File: config.mk
export PLATFORM = sky130hd
export DESIGN_NAME = fork_dispatch_sched
export DESIGN_NICKNAME = d
export VERILOG_FILES = /design/src/rtl/fork_dispatch_sched.sv
export SDC_FILE = /design/constraint.sdc
export NUM_CORES = 1
export LEC_CHECK = 0
export CAP_MARGIN = 5
export CORE_MARGIN = 2
export CORE_UTILIZATION = 46
export CTS_CLUSTER_SIZE = 24
export DETAILED_ROUTE_END_ITERATION = 16
export MAX_ROUTING_LAYER = met4
export PLACE_DENSITY = 0.81
export SYNTH_ARGS = -nofsm -noshare
export SYNTH_HDL_FRONTEND = slang
export SYNTH_SLANG_ARGS = --single-unit
File: constraint.sdc
create_clock -name s_axis_aclk -period 2.26 [get_ports s_axis_aclk]
set_input_delay 0.339 -clock s_axis_aclk [delete_from_list [all_inputs] [get_ports s_axis_aclk]]
set_output_delay 0.339 -clock s_axis_aclk [all_outputs]
set_load 0.02 [all_outputs]
File: src/rtl/fork_dispatch_sched.sv
// fork_dispatch_sched: steers whole tlast-delimited packets from one AXI-Stream input onto one of
// Channel output lanes, round-robin or by a route field in the first beat. Packets aimed at a
// disabled lane are consumed and dropped.
// Optional build macro: FORK_DISPATCH_STAT_EN adds a saturating forwarded-beat counter on
// o_frame_cnt; without it o_frame_cnt is tied to zero.
module fork_dispatch_sched #(
    parameter int unsigned Channel    = 4,
    parameter int unsigned DATA_WIDTH = 64,
    parameter int unsigned ROUTE_LSB  = 60,
    parameter int unsigned CNT_WIDTH  = 32
) (
    input  logic                          s_axis_aclk,
    input  logic                          s_axis_aresetn,
    input  logic                          cfg_route_mode,
    input  logic [Channel-1:0]            cfg_chan_en,
    output logic                          s_axis_tready,
    input  logic [DATA_WIDTH-1:0]         s_axis_tdata,
    input  logic                          s_axis_tlast,
    input  logic                          s_axis_tvalid,
    input  logic [Channel-1:0]            m_axis_tready,
    output logic [Channel*DATA_WIDTH-1:0] m_axis_tdata,
    output logic [Channel-1:0]            m_axis_tlast,
    output logic [Channel-1:0]            m_axis_tvalid,
    output logic                          o_busy,
    output logic [Channel-1:0]            o_pkt_done,
    output logic                          o_err_drop,
    output logic [CNT_WIDTH-1:0]          o_frame_cnt
);

    localparam int unsigned CW = $clog2(Channel);
    localparam int unsigned NumSel = 1 << CW;

    typedef enum logic [1:0] {StIdle, StFwd, StDrop} state_e;

    state_e state_q, state_d;

    logic [CW-1:0] sel_q;
    logic [CW-1:0] rr_last_q;

    // Enable mask padded to the full select range so out-of-range route values read as disabled.
    logic [NumSel-1:0] en_pad;

    logic [CW-1:0] rr_sel;
    logic          rr_found;
    logic [CW:0]   rr_idx;
    logic [CW-1:0] route_sel;
    logic          route_ok;
    logic [CW-1:0] pick_sel;
    logic          pick_ok;

    logic                  fwd_hs;
    logic                  pkt_start;
    logic [DATA_WIDTH-1:0] lane_data_q [Channel];
    logic [Channel-1:0]    lane_valid_q;
    logic [Channel-1:0]    lane_last_q;
    logic [Channel-1:0]    pkt_done_q;
    logic                  err_drop_q;

    // Lane selection: round-robin search and route-field decode, evaluated while idle.
    always_comb begin
        en_pad = '0;
        en_pad[Channel-1:0] = cfg_chan_en;

        rr_sel   = '0;
        rr_found = 1'b0;
        rr_idx   = '0;
        // Search upward from the lane after rr_last, wrapping; the last probe revisits rr_last.
        for (int unsigned k = 1; k <= Channel; k++) begin
            rr_idx = {1'b0, rr_last_q} + (CW+1)'(k);
            if (rr_idx >= (CW+1)'(Channel)) begin
                rr_idx = rr_idx - (CW+1)'(Channel);
            end
            if (!rr_found && en_pad[rr_idx[CW-1:0]]) begin
                rr_found = 1'b1;
                rr_sel   = rr_idx[CW-1:0];
            end
        end

        route_sel = s_axis_tdata[ROUTE_LSB +: CW];
        route_ok  = en_pad[route_sel];

        pick_sel = cfg_route_mode ? route_sel : rr_sel;
        pick_ok  = cfg_route_mode ? route_ok : rr_found;
    end

    assign pkt_start = (state_q == StIdle) && s_axis_tvalid;
    assign fwd_hs    = (state_q == StFwd) && s_axis_tvalid && s_axis_tready;

    // FSM state register.
    always_ff @(posedge s_axis_aclk or negedge s_axis_aresetn) begin
        if (!s_axis_aresetn) begin
            state_q <= StIdle;
        end else begin
            state_q <= state_d;
        end
    end

    // FSM next-state: packet start picks FWD or DROP, a tlast handshake returns to IDLE.
    always_comb begin
        state_d = state_q;
        unique case (state_q)
            StIdle: begin
                if (s_axis_tvalid) begin
                    state_d = pick_ok ? StFwd : StDrop;
                end
            end
            StFwd, StDrop: begin
                if (s_axis_tvalid && s_axis_tready && s_axis_tlast) begin
                    state_d = StIdle;
                end
            end
            default: state_d = StIdle;
        endcase
    end

    // FSM outputs: input ready is withheld while idle and follows the selected lane in FWD.
    always_comb begin
        s_axis_tready = 1'b0;
        unique case (state_q)
            StFwd:   s_axis_tready = !lane_valid_q[sel_q] || m_axis_tready[sel_q];
            StDrop:  s_axis_tready = 1'b1;
            default: s_axis_tready = 1'b0;
        endcase
    end

    // Latch the chosen lane per packet; round-robin pointer advances only on a forwarded start.
    always_ff @(posedge s_axis_aclk or negedge s_axis_aresetn) begin
        if (!s_axis_aresetn) begin
            sel_q     <= '0;
            rr_last_q <= CW'(Channel - 1);
        end else if (pkt_start) begin
            sel_q <= pick_sel;
            if (!cfg_route_mode && pick_ok) begin
                rr_last_q <= pick_sel;
            end
        end
    end

    // Drop pulse is registered so it lands on the first DROP cycle.
    always_ff @(posedge s_axis_aclk or negedge s_axis_aresetn) begin
        if (!s_axis_aresetn) begin
            err_drop_q <= 1'b0;
        end else begin
            err_drop_q <= pkt_start && !pick_ok;
        end
    end

    // Per-lane output registers: load from the input on a FWD handshake, drain independently.
    always_ff @(posedge s_axis_aclk or negedge s_axis_aresetn) begin
        if (!s_axis_aresetn) begin
            for (int i = 0; i < Channel; i++) begin
                lane_data_q[i] <= '0;
            end
            lane_valid_q <= '0;
            lane_last_q  <= '0;
        end else begin
            for (int i = 0; i < Channel; i++) begin
                if (fwd_hs && (sel_q == CW'(i))) begin
                    lane_data_q[i]  <= s_axis_tdata;
                    lane_last_q[i]  <= s_axis_tlast;
                    lane_valid_q[i] <= 1'b1;
                end else if (m_axis_tready[i]) begin
                    lane_valid_q[i] <= 1'b0;
                end
            end
        end
    end

    // Packet-done pulses follow a tlast handshake on each lane by one cycle.
    always_ff @(posedge s_axis_aclk or negedge s_axis_aresetn) begin
        if (!s_axis_aresetn) begin
            pkt_done_q <= '0;
        end else begin
            pkt_done_q <= lane_valid_q & m_axis_tready & lane_last_q;
        end
    end

    // Flatten lane registers onto the output bus.
    always_comb begin
        m_axis_tdata = '0;
        for (int i = 0; i < Channel; i++) begin
            m_axis_tdata[i*DATA_WIDTH +: DATA_WIDTH] = lane_data_q[i];
        end
    end

    assign m_axis_tvalid = lane_valid_q;
    assign m_axis_tlast  = lane_last_q;
    assign o_pkt_done    = pkt_done_q;
    assign o_err_drop    = err_drop_q;
    assign o_busy        = (state_q != StIdle) || (|lane_valid_q);

`ifdef FORK_DISPATCH_STAT_EN
    logic [CNT_WIDTH-1:0] frame_cnt_q;

    // Saturating count of forwarded input beats; only reset clears it.
    always_ff @(posedge s_axis_aclk or negedge s_axis_aresetn) begin
        if (!s_axis_aresetn) begin
            frame_cnt_q <= '0;
        end else if (fwd_hs && !(&frame_cnt_q)) begin
            frame_cnt_q <= frame_cnt_q + CNT_WIDTH'(1);
        end
    end

    assign o_frame_cnt = frame_cnt_q;
`else
    assign o_frame_cnt = '0;
`endif

endmodule
==> results.json <==
{
  "synthXorXnorAreaFrac_pct": 0,
  "synthesis.area_mm2": 0.0110,
  "dr.pass1.iters": 4,
  "dp_hpwl_um": 19600,
  "fmax_ghz": 0.451,
  "dr_wl_met2_um": 14300,
  "drv_cap": 0,
  "synth.ff_latch_count": 275,
  "synth_flop_cell": "dfrtp_1",
  "power_mw": 23.2,
  "synth.top_cells.by_count": "dfrtp_1, mux2_2, mux2_1, mux2_4, buf_4",
  "wire_per_inst_um": 20.3,
  "h-tree-depth": 1,
  "cp-end-kind": "primary output",
  "synth_compound_area_share_pct": 1.51,
  "grt_use_total_pct": 22.3,
  "crit_type": "flip-flop to primary output",
  "syn_inst": 670,
  "synthAdderAreaFrac_pct": 0.341,
  "synth_mux_area_share_pct": 28.9,
  "powerDensity_mw_per_mm2": 1440,
  "vias": 7097,
  "wirelength_um": 28600,
  "cts.sinks": 275,
  "hp-class": "primary input to async pin",
  "wl_met3_um": 2090,
  "vdd_ir_drop_max_v": 0.00103,
  "cts_buffers": 29,
  "startpoint_type": "flip-flop",
  "place_ws_ps": -315,
  "yosys.area.top_type_share_pct": 62.1,
  "cts_buffer_depth": 3,
  "remaining_drc_errors": 0,
  "synth_cell_types": 37,
  "core_region_area_mm2": 0.0235,
  "synthSimpleGateAreaFrac_pct": 1.87,
  "area_growth_pct": 46.5,
  "p_leak_nw": 7.63,
  "ff2ff_setup_slack_ps": 70,
  "met1Wirelength_um": 11500,
  "placed_cell_area_mm2": 0.0150,
  "fillers": 1592,
  "final_max_slew_viol_count": 0,
  "fin_crit_ps": 2220,
  "ant_nets": 0,
  "synth_top_family_by_area": "multiplexers",
  "fin_ws_ps": 44.6,
  "insertion_delay_ps": 530,
  "ys_seq_area_share_pct": 62.6,
  "yosys-top-cells-area": "dfrtp_1, mux2_2, mux2_4, mux2_1, buf_4",
  "slew_headroom_pct": 62.0,
  "clk_pin_slew_ps": 60,
  "status": "finished clean",
  "grt_max_degree": 69,
  "die_x_um": 159,
  "critPathRequiredTime_ps": 1920,
  "worstRegToRegCells": 8,
  "r2r_end": "m_axis_tdata[90]",
  "first_iter_violations": 303,
  "avgSynthCellArea_um2": 16.4,
  "finalCritPeriodShare_pct": 98.0,
  "finalSetupViolCount": 0,
  "ios": 380,
  "clockRootBuffer": "clkbuf_16",
  "drive_above_1_share_pct": 28.8,
  "synth_warnings": 0,
  "start_util_pct": 46.9,
  "ys_async_sr_fraction_pct": 100,
  "synth-edff-count": 0,
  "grt_first_pass_wirelength_um": 42000,
  "vias_per_cell": 5.05,
  "nNetsFinal": 1144,
  "synth_area_leader_cell": "dfrtp_1",
  "io_buffers": 347,
  "grt_overflow": 0,
  "rr_startpoint": "state_q[1]",
  "fin_skew_ps": 11.3,
  "fin_area_mm2": 0.0161,
  "place_congestion": 0.944,
  "die_height_um": 159,
  "yosysMostFrequentCell": "dfrtp_1",
  "grt_pass1_vias": 7308,
  "timing_worst_slew_pin_value_ps": 569,
  "rsz0062_at_grt": "true",
  "tritoncts": "built",
  "cp_max_fo": 2,
  "critPathArrivalTime_ps": 1880,
  "top_layer": "met4",
  "grt_antenna_before_repair": 0,
  "hold_viol": 0,
  "die_area_mm2": 0.0252,
  "rows": 56
}
## how the worst max path moves through the flow
stage,startpoint,end,slack [ps],cells after the start
finish,m_axis_tvalid[3],s_axis_tready,40,5
global route,m_axis_tvalid[2],s_axis_tready,-20,5
CTS,m_axis_tvalid[3],s_axis_tready,20,5
detailed placement,m_axis_tready[2],s_axis_tready,-320,6
global placement,m_axis_tready[2],s_axis_tready,-290,6
floorplan,state_q[0],m_axis_tdata[100],320,8
## flip-flops by register name (all words and copies together) (netlist names)
| register | count |
|---|---|
| rr_last_q | 2 |
| m_axis_tlast | 4 |
| o_err_drop | 1 |
| sel_q | 2 |
| state_q | 2 |
| m_axis_tvalid | 4 |
| m_axis_tdata | 256 |
| o_pkt_done | 4 |
## cell usage in the layout, fill, tap and decap left out, drive strengths merged, types with 2 or more instances in the layout
cell | synthesis | final
clkdlybuf4s50 | 0 | 344
dfrtp | 273 | 273
mux2 | 261 | 261
buf | 62 | 47
clkbuf | 0 | 40
conb | 1 | 32
a21oi | 12 | 12
clkinv | 0 | 8
nand2b | 8 | 8
nand2 | 6 | 6
nor2 | 6 | 6
and3 | 6 | 6
bufinv | 0 | 4
inv | 3 | 3
nor2b | 3 | 3
nor3 | 3 | 3
ha | 3 | 3
mux4 | 2 | 2
nand3 | 2 | 2
a31oi | 2 | 2
o31ai | 2 | 2
dfstp | 2 | 2
nor4 | 2 | 2
## stage by stage
step | TNS [ps] | instances | hold slack (ps) | utilization, %
3_3_place_gp | -288 | 1345 | 346 | 63.8
5_1_grt | -47.0 | 1404 | 398 | 68.6
3_5_place_dp | -319 | 1345 | 344 | 63.8
6_report | 0 | 1405 | 370 | 68.6
4_1_cts | 0 | 1400 | 373 | 68.2
2_1_floorplan | 0 | 701 | 43.4 | -
## where the power goes
group / total (mW) / internal [mW] / switching, mW
Sequential: 8.10 / 6.99 / 1.11
Combinational: 10.1 / 5.32 / 4.80
Clock: 4.97 / 3.05 / 1.92
Total: 23.2 / 15.4 / 7.83
## worst max-delay path, cell delays in order, from the launching register on
cell      delay, ps
dfrtp_1         390
nand2b_1         80
mux4_2          510
a21oi_2         150
nor2b_1          60
buf_4           160
## kinds of logic after synthesis
kind of cell,Yosys count
AOI/OAI and AO/OA,26
and+or+nand+nor,36
buffers and inverters,65
DFF,275
other,1
muxes,264
adders and majority gates,3
## layout make-up
class / count / area [µm²] / area share [%]
Sequential cell: 275 / 6880 / 42.7
Timing Repair Buffer: 394 / 4040 / 25.1
Multi-Input combinational cell: 361 / 3760 / 23.3
Clock buffer: 39 / 843 / 5.23
Tap cell: 319 / 399 / 2.48
Clock inverter: 13 / 168 / 1.04
Inverter: 3 / 11.3 / 0.0699
Antenna cell: 1 / 2.50 / 0.0155
## what timing repair did
action,in CTS,in global routing
endpoints found under the hold margin,61,0
hold buffers,1,0
endpoints found under the setup margin,2,110
cloned,0,1
buffers inserted,2,3
gates resized for setup,6,5
pin swaps,0,2
## layer usage
| layer | up-vias | GRT usage, % |
|---|---|---|
| met5 | - | - |
| met4 | 0 | 6.56 |
| met3 | 45 | 4.84 |
| met2 | 281 | 36.9 |
| met1 | 3660 | 27.7 |
| li1 | 3111 | - |
No activity file was read; power rests on OpenSTA's default activity.
